File: config.mk
export PLATFORM = sky130hd
export DESIGN_NAME = cpu_ctrl
export DESIGN_NICKNAME = d
export VERILOG_FILES = /design/src/rtl/cpu_ctrl.sv
export SDC_FILE = /design/constraint.sdc
export NUM_CORES = 1
export LEC_CHECK = 0
export BUFFER_PORTS_ARGS = -buffer_cell sky130_fd_sc_hd__buf_2
export CORE_MARGIN = 3
export CORE_UTILIZATION = 59
export CTS_BUF_LIST = sky130_fd_sc_hd__clkbuf_2 sky130_fd_sc_hd__clkbuf_4 sky130_fd_sc_hd__clkbuf_8
export DETAILED_ROUTE_END_ITERATION = 16
export GPL_ROUTABILITY_DRIVEN = 0
export GPL_TIMING_DRIVEN = 1
export PLACE_DENSITY_LB_ADDON = 0.05
export SLEW_MARGIN = 25
export SYNTH_ARGS = -nofsm -noshare
export SYNTH_HDL_FRONTEND = slang
export SYNTH_SLANG_ARGS = --single-unit
File: constraint.sdc
create_clock -name clk -period 3.19 [get_ports clk]
set_input_delay 0.319 -clock clk [delete_from_list [all_inputs] [get_ports clk]]
set_output_delay 0.319 -clock clk [all_outputs]
set_load 0.01 [all_outputs]
File: src/rtl/cpu_ctrl.sv
// Multi-cycle fetch/decode/execute sequencer for the accumulator CPU; owns PC, IR and the Z/C flags.
// Optional feature: define CPU_CTRL_TRAP_EN to trap unused opcodes into HALT with illegal set.
module cpu_ctrl #(
  parameter logic [7:0] RESET_PC = 8'h00
) (
  input  logic       clk,
  input  logic       rst_n,
  output logic       mem_req,
  output logic [7:0] mem_addr,
  input  logic       mem_ack,
  input  logic [7:0] mem_rdata,
  output logic [3:0] alu_sel,
  input  logic       alu_z,
  input  logic       alu_c,
  output logic       accum_we,
  output logic       acc_src,
  output logic [7:0] imm,
  output logic [3:0] reg_addr,
  output logic       reg_we,
  output logic       flag_z,
  output logic       flag_c,
  output logic       halted,
  output logic       illegal
);

  typedef enum logic [2:0] {
    S_FETCH,
    S_DECODE,
    S_EXEC,
    S_OPER,
    S_HALT
  } state_e;

  localparam logic [3:0] OP_NOP  = 4'b0000;
  localparam logic [3:0] OP_ADD  = 4'b0001;
  localparam logic [3:0] OP_SUB  = 4'b0010;
  localparam logic [3:0] OP_NOR  = 4'b0011;
  localparam logic [3:0] OP_MOVR = 4'b0100;
  localparam logic [3:0] OP_MOVA = 4'b0101;
  localparam logic [3:0] OP_JZ   = 4'b0110;
  localparam logic [3:0] OP_JC   = 4'b0111;
  localparam logic [3:0] OP_JMP  = 4'b1000;
  localparam logic [3:0] OP_LDI  = 4'b1001;
  localparam logic [3:0] OP_SHL  = 4'b1011;
  localparam logic [3:0] OP_SHR  = 4'b1100;
  localparam logic [3:0] OP_HLT  = 4'b1111;

  state_e     state_q;
  logic [7:0] pc_q;
  logic [7:0] ir_q;
  logic [7:0] imm_q;
  logic       flag_z_q;
  logic       flag_c_q;
  logic       mem_req_q;
  logic [3:0] alu_sel_q;
  logic       accum_we_q;
  logic       acc_src_q;
  logic       reg_we_q;
  logic       halted_q;
  logic [3:0] op;
  logic [7:0] pc_inc_d;

  assign op       = ir_q[7:4];
  assign pc_inc_d = pc_q + 8'd1;

`ifdef CPU_CTRL_TRAP_EN
  logic illegal_q;
  assign illegal = illegal_q;
`else
  assign illegal = 1'b0;
`endif

  // NOTE: every register here is sequential state, so it is written with <= only;
  // a blocking assignment would let later lines in this block see half-updated values.
  always_ff @(posedge clk) begin
    if (!rst_n) begin
      state_q    <= S_FETCH;
      pc_q       <= RESET_PC;
      ir_q       <= 8'h00;
      imm_q      <= 8'h00;
      flag_z_q   <= 1'b0;
      flag_c_q   <= 1'b0;
      mem_req_q  <= 1'b0;
      alu_sel_q  <= OP_NOP;
      accum_we_q <= 1'b0;
      acc_src_q  <= 1'b0;
      reg_we_q   <= 1'b0;
      halted_q   <= 1'b0;
`ifdef CPU_CTRL_TRAP_EN
      illegal_q  <= 1'b0;
`endif
    end else begin
      // Write strobes are single-cycle pulses unless a branch below re-arms them.
      accum_we_q <= 1'b0;
      reg_we_q   <= 1'b0;
      case (state_q)
        S_FETCH: begin
          // mem_req is low for the first cycle after reset, so an early ack is ignored.
          if (mem_req_q && mem_ack) begin
            ir_q      <= mem_rdata;
            pc_q      <= pc_inc_d;
            mem_req_q <= 1'b0;
            state_q   <= S_DECODE;
          end else begin
            mem_req_q <= 1'b1;
          end
        end
        S_DECODE: begin
          case (op)
            OP_ADD, OP_SUB, OP_NOR, OP_MOVR, OP_SHL, OP_SHR: begin
              alu_sel_q  <= op;
              accum_we_q <= 1'b1;
              acc_src_q  <= 1'b0;
              state_q    <= S_EXEC;
            end
            OP_MOVA: begin
              reg_we_q <= 1'b1;
              state_q  <= S_EXEC;
            end
            OP_JZ, OP_JC, OP_JMP, OP_LDI: begin
              mem_req_q <= 1'b1;
              state_q   <= S_OPER;
            end
            OP_HLT: begin
              halted_q <= 1'b1;
              state_q  <= S_HALT;
            end
            OP_NOP: state_q <= S_EXEC;
`ifdef CPU_CTRL_TRAP_EN
            default: begin
              illegal_q <= 1'b1;
              halted_q  <= 1'b1;
              state_q   <= S_HALT;
            end
`else
            default: state_q <= S_EXEC;
`endif
          endcase
        end
        S_EXEC: begin
          // A non-zero alu_sel marks an ALU op; MOVR leaves carry alone.
          if (alu_sel_q != OP_NOP) begin
            flag_z_q <= alu_z;
            if (alu_sel_q != OP_MOVR) flag_c_q <= alu_c;
          end
          alu_sel_q <= OP_NOP;
          acc_src_q <= 1'b0;
          mem_req_q <= 1'b1;
          state_q   <= S_FETCH;
        end
        S_OPER: begin
          if (mem_req_q && mem_ack) begin
            pc_q      <= pc_inc_d;
            mem_req_q <= 1'b1;
            state_q   <= S_FETCH;
            case (op)
              OP_JMP: pc_q <= mem_rdata;
              OP_JZ:  if (flag_z_q) pc_q <= mem_rdata;
              OP_JC:  if (flag_c_q) pc_q <= mem_rdata;
              OP_LDI: begin
                imm_q      <= mem_rdata;
                accum_we_q <= 1'b1;
                acc_src_q  <= 1'b1;
                mem_req_q  <= 1'b0;
                state_q    <= S_EXEC;
              end
              default: ;
            endcase
          end
        end
        S_HALT: begin
          mem_req_q <= 1'b0;
          halted_q  <= 1'b1;
        end
        default: state_q <= S_FETCH;
      endcase
    end
  end

  assign mem_req  = mem_req_q;
  assign mem_addr = pc_q;
  assign alu_sel  = alu_sel_q;
  assign accum_we = accum_we_q;
  assign acc_src  = acc_src_q;
  assign imm      = imm_q;
  assign reg_addr = ir_q[3:0];
  assign reg_we   = reg_we_q;
  assign flag_z   = flag_z_q;
  assign flag_c   = flag_c_q;
  assign halted   = halted_q;

endmodule

# --- Word-level counts from Yosys, hierarchy flattened ---
# Index checks and enable logic that the tools add are counted.
totals:
  regBits: 38
  output_inout_bits: 32
  wordCells: 87
op_classes:
  n_addsub: 1
  eq_ne: 23
  muxes: 29
  bitwise_logic: 1
  reduce_logical: 21
op_table:
  columns: ["cell", "count"]
  rows:
  - ["2-to-1 mux 8 bit", 4]
  - ["one-hot mux 8 bit (3 select lines)", 1]
  - ["== test 4 bit, second input constant", 5]
  - ["== test 4 x 3 -> 1 bit, second input constant", 4]
  - ["one-hot mux 8 bit (2 select lines)", 1]
  - ["AND reduction 3 bit", 5]
  - ["2-to-1 mux 1 bit", 12]
  - ["one-hot mux 3 bit (4 select lines)", 1]
  - ["AND reduction 2 bit", 5]
  - ["adder 8 x 1 -> 8 bit, second input constant", 1]
  - ["== test 4 x 2 -> 1 bit, second input constant", 2]
  - ["!= test 2 bit, second input constant", 4]
  - ["one-hot mux 4 bit (2 select lines)", 1]
  - ["== test 3 x 2 -> 1 bit, second input constant", 2]
  - ["2-to-1 mux 3 bit", 2]
  - ["one-hot mux 3 bit (2 select lines)", 1]
  - ["nonzero test 2 bit", 3]
  - ["OR reduction 6 bit", 1]
  - ["one-hot mux 1 bit (5 select lines)", 1]
  - ["nonzero test 5 bit", 1]
  - ["== test 4 x 1 -> 1 bit, second input constant", 1]
  - ["2-to-1 mux 4 bit", 1]
  - ["!= test 2 x 1 -> 1 bit, second input constant", 2]
  - ["!= test 4 x 3 -> 1 bit, second input constant", 1]
  - ["12 further kinds", 13]

# --- Longest topological paths before layout ---
# Gate-level depths: netlist (run 1).
logic_depth:
  ltp_word: 5
  ltp_mapped: 7
  ltp_nobuf: 6

# --- Least setup slack after synthesis (run 1) ---
# OpenSTA, ideal clock, no wires.
synth_timing:
  kind: "register -> register"
  from: "reg state_q[0]"
  to: "reg pc_q[7] (netlist: mem_addr[7])"
  setup_time_ns: 0.117
  arrival_ns: 1.498
  required_ns: 3.073
  path_slack_ns: 1.575
  path_stages_with_launch: 7
  path_buffers: 1
  synth_period_minus_slack_ns: 1.615
  cell_sequence: "dfxtp_1 -> buf_6 -> xor2_1 -> or3_4 -> nor3_1 -> xor2_1 -> a32o_1"
synth_via:
  elab_chain_cells: 3
  elab_cells_between_ends: 7
  cone_classes: "eq/ne (3); mux (1); reduce/logical (3)"
synth_rtl:
  columns: ["item", "line_no", "source"]
  rows:
  - ["start, declared", "48", "state_e state_q;"]
  - ["start signal, assigned", "77", "state_q <= S_FETCH;"]
  - ["start signal, assigned", "103", "state_q <= S_DECODE;"]
  - ["start signal, assigned", "114", "state_q <= S_EXEC;"]
  - ["== test 3 x 2 -> 1 bit or logical NOT 3 bit (tied branches)", "96", "case (state_q)"]
  - ["!= test 2 bit (no source line) or nonzero test 2 bit (tied branches)", null, null]
  - ["AND reduction 3 bit (no source line)", null, null]
  - ["end signal, assigned", "101", "pc_q <= pc_inc_d;"]
  - ["end signal, assigned", "153", "pc_q <= pc_inc_d;"]
  - ["end signal, assigned", "157", "OP_JMP: pc_q <= mem_rdata;"]
  - ["end, declared", "49", "logic [7:0] pc_q;"]
# Several ways; a longest one is shown, not always the timed one.
# A chain may end at the register's enable or synchronous reset.

# --- Worst setup path after layout (run 1) ---
# Ends and elaborated chain as after synthesis.

==> run metrics, run 1 <==
Post-Synthesis Cell Area=1920 um2; most common library cell in the layout ignoring fill and taps=sky130_fd_sc_hd__buf_2; post-route core utilization=0.711; cells after synthesis=221; Synth-to-Final Area Change=13.9%; Final Cycle Share=0.650; synthesis-stage register bit count=38; worst hold stages=3; number of max-cap violations=0; Reg clk slew, reported paths=0.12 ns; core area=3080 um2; total number of yosys warnings=0; area share of the largest cell type after synthesis=0.396; area fraction in compound gates after synthesis=0.124; DRT Wirelength=4.05 mm; buffer levels on the longest clock path=2; minimum period implied by the final worst setup slack=2.07 ns; multiplexer share of the synthesized area=0.120; maximum VDD drop=304 uV; number of buffers added on ports=43; nets in the synthesized netlist=235; net total in the final layout=268; Antenna Nets Post-Route=0; highest fanout seen on the critical path=17; ratio of cells with drive above 1 in the final layout=0.247; number of post-CTS setup repair buffers=0; Final Max Tran Viols=0; commonest non-fill, non-tap cells in the layout=sky130_fd_sc_hd__buf_2, sky130_fd_sc_hd__dfxtp_1, sky130_fd_sc_hd__nor2_1, sky130_fd_sc_hd__mux2i_1, sky130_fd_sc_hd__nand2_1; worst hold path class=in -> reg; area share of xor/xnor cells in the synthesized design=0.00911; Clk Latency, worst-skew pair=0.34 ns; # H-tree levels=2; average cell area after synthesis=8.70 um2; aggregate global routing overflow=0; via count of the first global-routing pass=1480; Post-Place Worst Slack=1.15 ns; accumulated negative setup slack=0 ns; wire length of the first global-routing pass=6.76 mm; type of element capturing the critical path=flip-flop; Worst Setup Slack, final=1.12 ns; routed wire length per instance=13.5 um; top achievable clock speed=482 MHz; first-iteration detailed-routing DRC count=76; endpoints failing hold=0; largest net degree at the start of global routing=26; TritonCTS Sinks=38; Resized Gates After CTS=0; CP required=3.43 ns; total die area=3980 um2; CTS tree=yes; length in cells of the worst reg-to-reg path=5; tightest slew margin relative to the limit=0.439; die outline width=63.1 um; via total after detailed routing=1692; number of synthesized flops with an enable pin=0; pwr/cell area=474 nW/um2; portion of the post-synthesis area used by sequential elements=0.396; first-pass iteration count of the detailed router=4; largest family of logic cells by synthesized area=simple AND/OR/NAND/NOR gates; final setup violation count=0; initial antenna violation count=0; standard-cell row count=20; top-level I/O count=45; static leakage power=0.000954 uW; global-route total usage across every layer=0.210; worst setup path class=reg -> reg; die height=63.1 um; measured slew at the worst slew-check pin=0.836 ns; post-synth cell types=50; CTS root buf=sky130_fd_sc_hd__clkbuf_4; Setup Skew=0.0123 ns; arrival time reported for the critical path endpoint=2.31 ns; Synth async-reset ratio=0; Worst Setup Start Kind=flip-flop; share of synthesized cell area in full adder, half adder and majority cells=0.0117; total of fill cells in the finished design=257; Post-Synth Simple-Gate Area=0.277; initial cell density of the core=0.625; hold buffer count at cts=0; TritonCTS buffer count=5; setup repair after global routing missed its margin=false; DRC Markers=0; cell taking the most area after synthesis=sky130_fd_sc_hd__dfxtp_1; Synth area leaders=sky130_fd_sc_hd__dfxtp_1, sky130_fd_sc_hd__mux2i_1, sky130_fd_sc_hd__nor2_1, sky130_fd_sc_hd__nand2_1, sky130_fd_sc_hd__o21ai_0; diode insertion count for antenna repair=0; Primary FF master, synth=sky130_fd_sc_hd__dfxtp_1; status=finished clean; vias per cell=5.66; post-detail-place hpwl=2.86 mm
==> flip-flops by register name, indices dropped and copies added (netlist names), 3 cells and up <==
register,cells
alu_sel,4
imm,8
ir_q,8
state_q,3
mem_addr,8
==> where the power goes <==
| part | internal [uW] | switching, uW |
|---|---|---|
| sequential | 490 | 26.9 |
| combinational | 46.0 | 63.8 |
| clock | 245 | 166 |
| total | 781 | 256 |
==> area by class of cell <==
type                       instances  area (um2)  area share
clock buffer                       5        37.5      0.0171
clock inverter                     3        68.8      0.0314
inverter                           2        7.51     0.00343
multi-input combinational        164        1040       0.477
sequential                        38         761       0.347
tap                               44        55.1      0.0251
timing repair buffer              43         215      0.0983
==> layer usage <==
layer  GRT usage  wire length, um
met1       0.273             1910
met2       0.331             1890
met3      0.0642              219
met4      0.0661               33
met5           0                0
==> per-stage QoR <==
step / hold WS (ns) / cells / total power (uW) / instance area (um2)
after detailed placement: 0.450 / 291 / 636 / 2080
after global placement: 0.444 / 291 / 636 / 2080
after global routing: 0.221 / 299 / 1080 / 2190
after floorplan: 0.458 / 221 / 611 / 1920
final: 0.208 / 299 / 1040 / 2190
after CTS: 0.206 / 299 / 1040 / 2190
==> cells in the mapped netlist (3+ instances only) <==
cell type                  instances
sky130_fd_sc_hd__nand3_1          11
sky130_fd_sc_hd__a31oi_1           5
sky130_fd_sc_hd__nand2_1          21
sky130_fd_sc_hd__nor2_1           30
sky130_fd_sc_hd__clkbuf_1          6
sky130_fd_sc_hd__nor3_1            6
sky130_fd_sc_hd__dfxtp_1          38
sky130_fd_sc_hd__o21ai_0          12
sky130_fd_sc_hd__nand4_1           3
sky130_fd_sc_hd__buf_4             8
sky130_fd_sc_hd__mux2i_1          23
sky130_fd_sc_hd__a21oi_1           7
==> cells by family after synthesis <==
family                     Yosys count
and+or+nand+nor                     99
muxes                               23
DFF                                 38
other                                1
adders and majority gates            2
xor gates and xnor gates             2
buffers and inverters               19
AOI/OAI and AO/OA                   37
==> critical path: stages, from the launching register on <==
cell                      delay [ns]
sky130_fd_sc_hd__dfxtp_1        0.73
sky130_fd_sc_hd__xor2_1         0.17
sky130_fd_sc_hd__or3_4          0.47
sky130_fd_sc_hd__nor3_1         0.26
sky130_fd_sc_hd__xor2_1         0.10
sky130_fd_sc_hd__a32o_1         0.25
==> path summary, 6_finish.rpt <==
check                                start     endpoint  slack, ns
worst max-delay path            state_q[0]  mem_addr[7]       1.12
worst min-delay path                 alu_c       flag_c       0.21
worst max register to register  state_q[0]  mem_addr[7]       1.12
worst min register to register      halted       halted       0.47
Power figures use the tool's default switching activity.
==> inputs of run 2 (changes only) <==
Settings changed: CORE_UTILIZATION 59 to 50.
Clock period 3.19 ns to 1.7 ns, I/O delays scaled along.
==> run 2 against run 1 <==
Effect of this change:
- cell area increased by 8.1%
- die area increased by 16%
- power increased by 110%
- register-to-register slack got worse by 1.0 ns
- setup slack got worse by 1.0 ns
- utilization decreased by 3.9 points
- clock power increased by 130%
- critical endpoint is now mem_addr[6]
- largest cell class unchanged
==> run metrics, run 2 (synthesized netlist as in run 1, its figures left out) <==
Final Max Tran Viols=0 (unchanged); number of buffers added on ports=43 (unchanged); standard-cell row count=21 (+5.0%); pwr/cell area=911 nW/um2 (+92%); worst setup path class=reg -> reg; total placed instance area=2210 um2 (+6.1%); relative contribution of sequential cells to total power=0.440 (-0.058); endpoints failing hold=0 (unchanged); maximum VDD drop=781 uV (+160%); DRT Wirelength=4.39 mm (+8.3%); Setup Skew=0.00675 ns (-0.00557 ns); area of the multi-input gates=1050 um2 (+0.60%); slowest CP cell=sky130_fd_sc_hd__dfxtp_1; via count of the first global-routing pass=1609 (+8.7%); initial antenna violation count=0 (unchanged); number of max-cap violations=0 (unchanged); global-route total usage across every layer=0.217 (+0.00710); minimum period implied by the final worst setup slack=1.63 ns (-0.443 ns); DRC Markers=0 (unchanged); switching power as a share of total power=0.247 (about the same); final instance area=2370 um2 (+8.1%); worst hold path class=in -> reg; fraction of power consumed by combinational cells=0.123 (+0.017); TritonCTS Sinks=38 (unchanged); via total after detailed routing=1713 (+1.2%); Worst Setup Start Kind=flip-flop; slowest stage delay, CP=0.37 ns (-0.36 ns); type of element capturing the critical path=flip-flop; series of cell instances along the critical path=ha_1 > nand3_1 > or2_2 > a2111oi_1 > a31oi_1 > a31oi_1; CTS tree=yes; total of fill cells in the finished design=323 (+26%); hold buffer count at cts=0 (unchanged); count of placed standard cells in the final layout, fillers left out=316 (+5.7%); total die area=4630 um2 (+16%); vias per cell=5.42 (-4.2%); status=finished clean; commonest non-fill, non-tap cells in the layout=sky130_fd_sc_hd__buf_2, sky130_fd_sc_hd__dfxtp_1, sky130_fd_sc_hd__nor2_1, sky130_fd_sc_hd__mux2i_1, sky130_fd_sc_hd__nand2_1; setup repair after global routing missed its margin=true; buffer levels on the longest clock path=2 (unchanged); Clk Latency, worst-skew pair=0.30 ns (-0.04 ns); wire length of the first global-routing pass=7.33 mm (+8.4%); Antenna Nets Post-Route=0 (unchanged); top achievable clock speed=614 MHz (+27%); net total in the final layout=283 (+5.6%); most common library cell in the layout ignoring fill and taps=sky130_fd_sc_hd__buf_2; cell mode on critical path=sky130_fd_sc_hd__a31oi_1; Power, Total=2150 uW (+110%); number of post-CTS setup repair buffers=0 (unchanged); final setup violation count=0 (unchanged); net load switching power=533 uW (+110%); part of the total power dissipated in the clock network=0.437 (+0.041); routed wire length per instance=13.9 um (+2.5%); first-iteration detailed-routing DRC count=101 (+33%); CP required=1.94 ns (-1.49 ns); aggregate global routing overflow=0 (unchanged); Final Cycle Share=0.959 (+0.309); post-detail-place hpwl=3.16 mm (+10%); internal power component=1620 uW (+110%); ratio of cells with drive above 1 in the final layout=0.307 (+0.0603); largest net degree at the start of global routing=23 (-12%); first-pass iteration count of the detailed router=4 (unchanged); placed instance count=308 (+5.8%); highest fanout seen on the critical path=3 (-14); initial cell density of the core=0.546 (-0.0786); static leakage power=0.00105 uW (+9.8%); TritonCTS buffer count=5 (unchanged); diode insertion count for antenna repair=0 (unchanged); Synth-to-Final Area Change=23.0%; register cell area after layout=768 um2 (+0.99%); accumulated negative setup slack=0 ns (unchanged); arrival time reported for the critical path endpoint=1.87 ns (-0.44 ns); die height=68.0 um (+7.8%); top-level I/O count=45 (unchanged); core area=3520 um2 (+14%); CTS root buf=sky130_fd_sc_hd__clkbuf_8; die outline width=68.0 um (+7.8%); Reg clk slew, reported paths=0.08 ns (-0.04 ns); # H-tree levels=2 (unchanged)
run 2: changes by cell type in the layout (fill, tap and decap cells not counted), moves of 3 or more:
cell                       previous run  this run
sky130_fd_sc_hd__clkbuf_4             5         0
sky130_fd_sc_hd__dfxtp_1             38        34
sky130_fd_sc_hd__buf_4                0        13
sky130_fd_sc_hd__dfxtp_2              0         3
sky130_fd_sc_hd__clkbuf_8             0         5
run 2: repair_timing:
action	CTS	global route
setup endpoints to repair	0	12
endpoints found under the hold margin	0	0
gates resized for setup	0	8
run 2: metal layers:
metal / GRT usage / up-vias / share of wire
li1: - / 872 / -
met1: 0.270 / 791 / 0.44
met4: 0.0918 / 0 / 0.017
met2: 0.338 / 41 / 0.48
met3: 0.0755 / 9 / 0.065
met5: 0 / - / 0
run 2: final cells by class:
class,count,share of cell area
multi-input cells,164,0.444
flip-flops and latches,38,0.325
repair buffers,58,0.145
clock buffers,5,0.0291
clock inverters,3,0.0291
well taps,46,0.0243
inverters,2,0.00317
run 2: metrics by stage:
| stage | utilization | hold slack (ns) | worst slack [ns] |
|---|---|---|---|
| 3_3_place_gp | 0.628 | 0.407 | 0.0516 |
| 5_1_grt | 0.672 | 0.123 | -0.0521 |
| 2_1_floorplan | - | 0.309 | 0.0846 |
| 3_5_place_dp | 0.628 | 0.416 | 0.0116 |
| 4_1_cts | 0.667 | 0.102 | 0.000463 |
| 6_report | 0.672 | 0.101 | 0.0703 |
run 2: power by group through the flow:
stage	clock [uW]	combinational, uW	sequential [uW]
floorplan	0	180	966
global route	998	292	954
global placement	0	260	966
CTS	956	264	947
finish	942	265	948
detailed placement	0	261	968
run 2: final timing paths:
kind	cells past startpoint	slack, ns	start	end
setup reg to reg	6	0.07	mem_addr[0]	mem_addr[6]
hold / removal	3	0.10	alu_z	flag_z
setup / recovery	6	0.07	mem_addr[0]	mem_addr[6]
hold reg to reg	1	0.46	halted	halted
run 2: worst max-delay path, delay by kind of cell, from the launching register on:
family,cells,cell delay [ns]
DFF,1,0.37
adders and majority gates,1,0.19
and+or+nand+nor,2,0.45
AOI/OAI and AO/OA,3,0.56
==> inputs of run 3 (changes only) <==
Settings changed: CTS_BUF_LIST sky130_fd_sc_hd__clkbuf_2 sky130_fd_sc_hd__clkbuf_4 sky130_fd_sc_hd__clkbuf_8 to sky130_fd_sc_hd__clkbuf_2.
==> run 3 against run 2 <==
Effect of this change:
- sequential share of layout area grew 0.53 points
- flip-flop and latch count unchanged
- clock skew increased by 0.0075 ns
- register-to-register slack is essentially flat
- global-route usage down 0.99 points
- setup slack better by 0.0047 ns
- critical path type unchanged
==> run metrics, run 3 (synthesized netlist as in run 1, its figures left out) <==
Worst Setup Start Kind=flip-flop; Reg clk slew, reported paths=0.22 ns (+0.14 ns); net total in the final layout=286 (+1.1%); Post-Place Worst Slack=0.0116 ns (unchanged); number of max-cap violations=0 (unchanged); largest net degree at the start of global routing=23 (unchanged); total of fill cells in the finished design=327 (+1.2%); top achievable clock speed=615 MHz (+0.29%); die height=68.0 um (unchanged); routed wire length per instance=13.7 um (-1.6%); TritonCTS buffer count=5 (unchanged); global-route total usage across every layer=0.207 (-0.00995); CTS root buf=sky130_fd_sc_hd__clkbuf_2; endpoints failing hold=0 (unchanged); number of buffers added on ports=43 (unchanged); total buffers and inverters traversed by the critical path=0 (unchanged); Setup Skew=0.0142 ns (+0.00746 ns); Synth-to-Final Area Change=22.3%; standard-cell row count=21 (unchanged); final setup violation count=0 (unchanged); setup repair after global routing missed its margin=true; total die area=4630 um2 (unchanged); DRT Wirelength=4.36 mm (-0.64%); Antenna Nets Post-Route=0 (unchanged); arrival time reported for the critical path endpoint=1.96 ns (+0.09 ns); die outline width=68.0 um (unchanged); diode insertion count for antenna repair=0 (unchanged); worst setup path class=reg -> reg; pwr/cell area=828 nW/um2 (-9.1%); CTS tree=yes; Power, Total=1950 uW (-9.7%); maximum VDD drop=731 uV (-6.4%); TritonCTS Sinks=38 (unchanged); via total after detailed routing=1732 (+1.1%); first-pass iteration count of the detailed router=4 (unchanged); via count of the first global-routing pass=1604 (-0.31%); initial antenna violation count=0 (unchanged); hold slack final=0.0352 ns (-0.0659 ns); aggregate global routing overflow=0 (unchanged); Final Max Tran Viols=0 (unchanged); type of element capturing the critical path=flip-flop; DRC Markers=0 (unchanged); commonest non-fill, non-tap cells in the layout=sky130_fd_sc_hd__buf_2, sky130_fd_sc_hd__nor2_1, sky130_fd_sc_hd__dfxtp_1, sky130_fd_sc_hd__mux2i_1, sky130_fd_sc_hd__nand2_1; core area=3520 um2 (unchanged); ratio of cells with drive above 1 in the final layout=0.326 (+0.0186); Clk Latency, worst-skew pair=0.38 ns (+0.08 ns); vias per cell=5.43 (+0.16%); slowest stage delay, CP=0.41 ns (+0.04 ns); post-detail-place hpwl=3.16 mm (unchanged); top-level I/O count=45 (unchanged); minimum period implied by the final worst setup slack=1.63 ns (-0.00466 ns); Final Cycle Share=0.956 (-0.00274); buffer levels on the longest clock path=2 (unchanged); total placed instance area=2210 um2 (unchanged); cell mode on critical path=sky130_fd_sc_hd__a31oi_1; most common library cell in the layout ignoring fill and taps=sky130_fd_sc_hd__buf_2; category of cells accounting for the largest share of critical-path delay=compound AO/OA/AOI/OAI gates; FF-to-FF setup slack=0.07 ns (about the same); highest fanout seen on the critical path=3 (unchanged); initial cell density of the core=0.546 (unchanged); CP required=2.04 ns (+0.10 ns); # H-tree levels=2 (unchanged); Worst Setup Slack, final=0.0750 ns (+0.00466 ns); final instance area=2350 um2 (-0.63%); series of cell instances along the critical path=ha_1 > nand3_1 > or2_2 > a2111oi_1 > a31oi_1 > a31oi_1; first-iteration detailed-routing DRC count=99 (-2.0%); static leakage power=0.00105 uW (about the same); worst hold path class=in -> reg; slowest CP cell=sky130_fd_sc_hd__dfxtp_4; wire length of the first global-routing pass=7.20 mm (-1.8%); status=finished clean
[run 3: final timing paths]
check | start | endpoint | depth (start not counted)
worst min register to register | halted | halted | 1
worst max-delay path | mem_addr[1] | mem_addr[6] | 6
worst min-delay path | alu_c | flag_c | 3
worst max register to register | mem_addr[1] | mem_addr[6] | 6
[run 3: area by class of cell]
cell class	instances	area, um2	area share
Timing Repair Buffer	61	365	0.155
Clock inverter	3	68.8	0.0293
Sequential cell	38	776	0.330
Tap cell	46	57.6	0.0245
Clock buffer	5	25.0	0.0106
Inverter	2	7.51	0.00319
Multi-Input combinational cell	164	1050	0.447
[run 3: power breakdown]
group / leakage (uW) / switching [uW] / internal [uW]
clock network: 0.0000532 / 322 / 399
logic: 0.000682 / 152 / 121
registers: 0.000311 / 28.8 / 924
[run 3: worst min-delay path: stages]
cell and delay [ns]:
sky130_fd_sc_hd__buf_2 0.08, sky130_fd_sc_hd__mux2i_1 0.06, sky130_fd_sc_hd__nor2_1 0.08
[run 3: stage by stage]
stage / std cells / setup TNS [ns] / util
global placement: 308 / 0 / 0.628
floorplan: 221 / 0 / -
global route: 319 / -0.0742 / 0.668
CTS: 317 / 0 / 0.658
finish: 319 / 0 / 0.668
detailed placement: 308 / 0 / 0.628
[run 3: metal layers]
layer / track usage / share of wire / up-vias
met5: 0 / 0 / -
met4: 0.0695 / 0.0087 / 0
met3: 0.0460 / 0.045 / 5
met2: 0.341 / 0.48 / 36
met1: 0.266 / 0.46 / 812
li1: - / - / 879
[run 3: timing repair]
item,4_1_cts,5_1_grt
setup endpoints to repair,1,16
endpoints found under the hold margin,1,0
buffers inserted,0,2
hold buffers,1,0
pin swaps,0,1
gates resized for setup,1,11
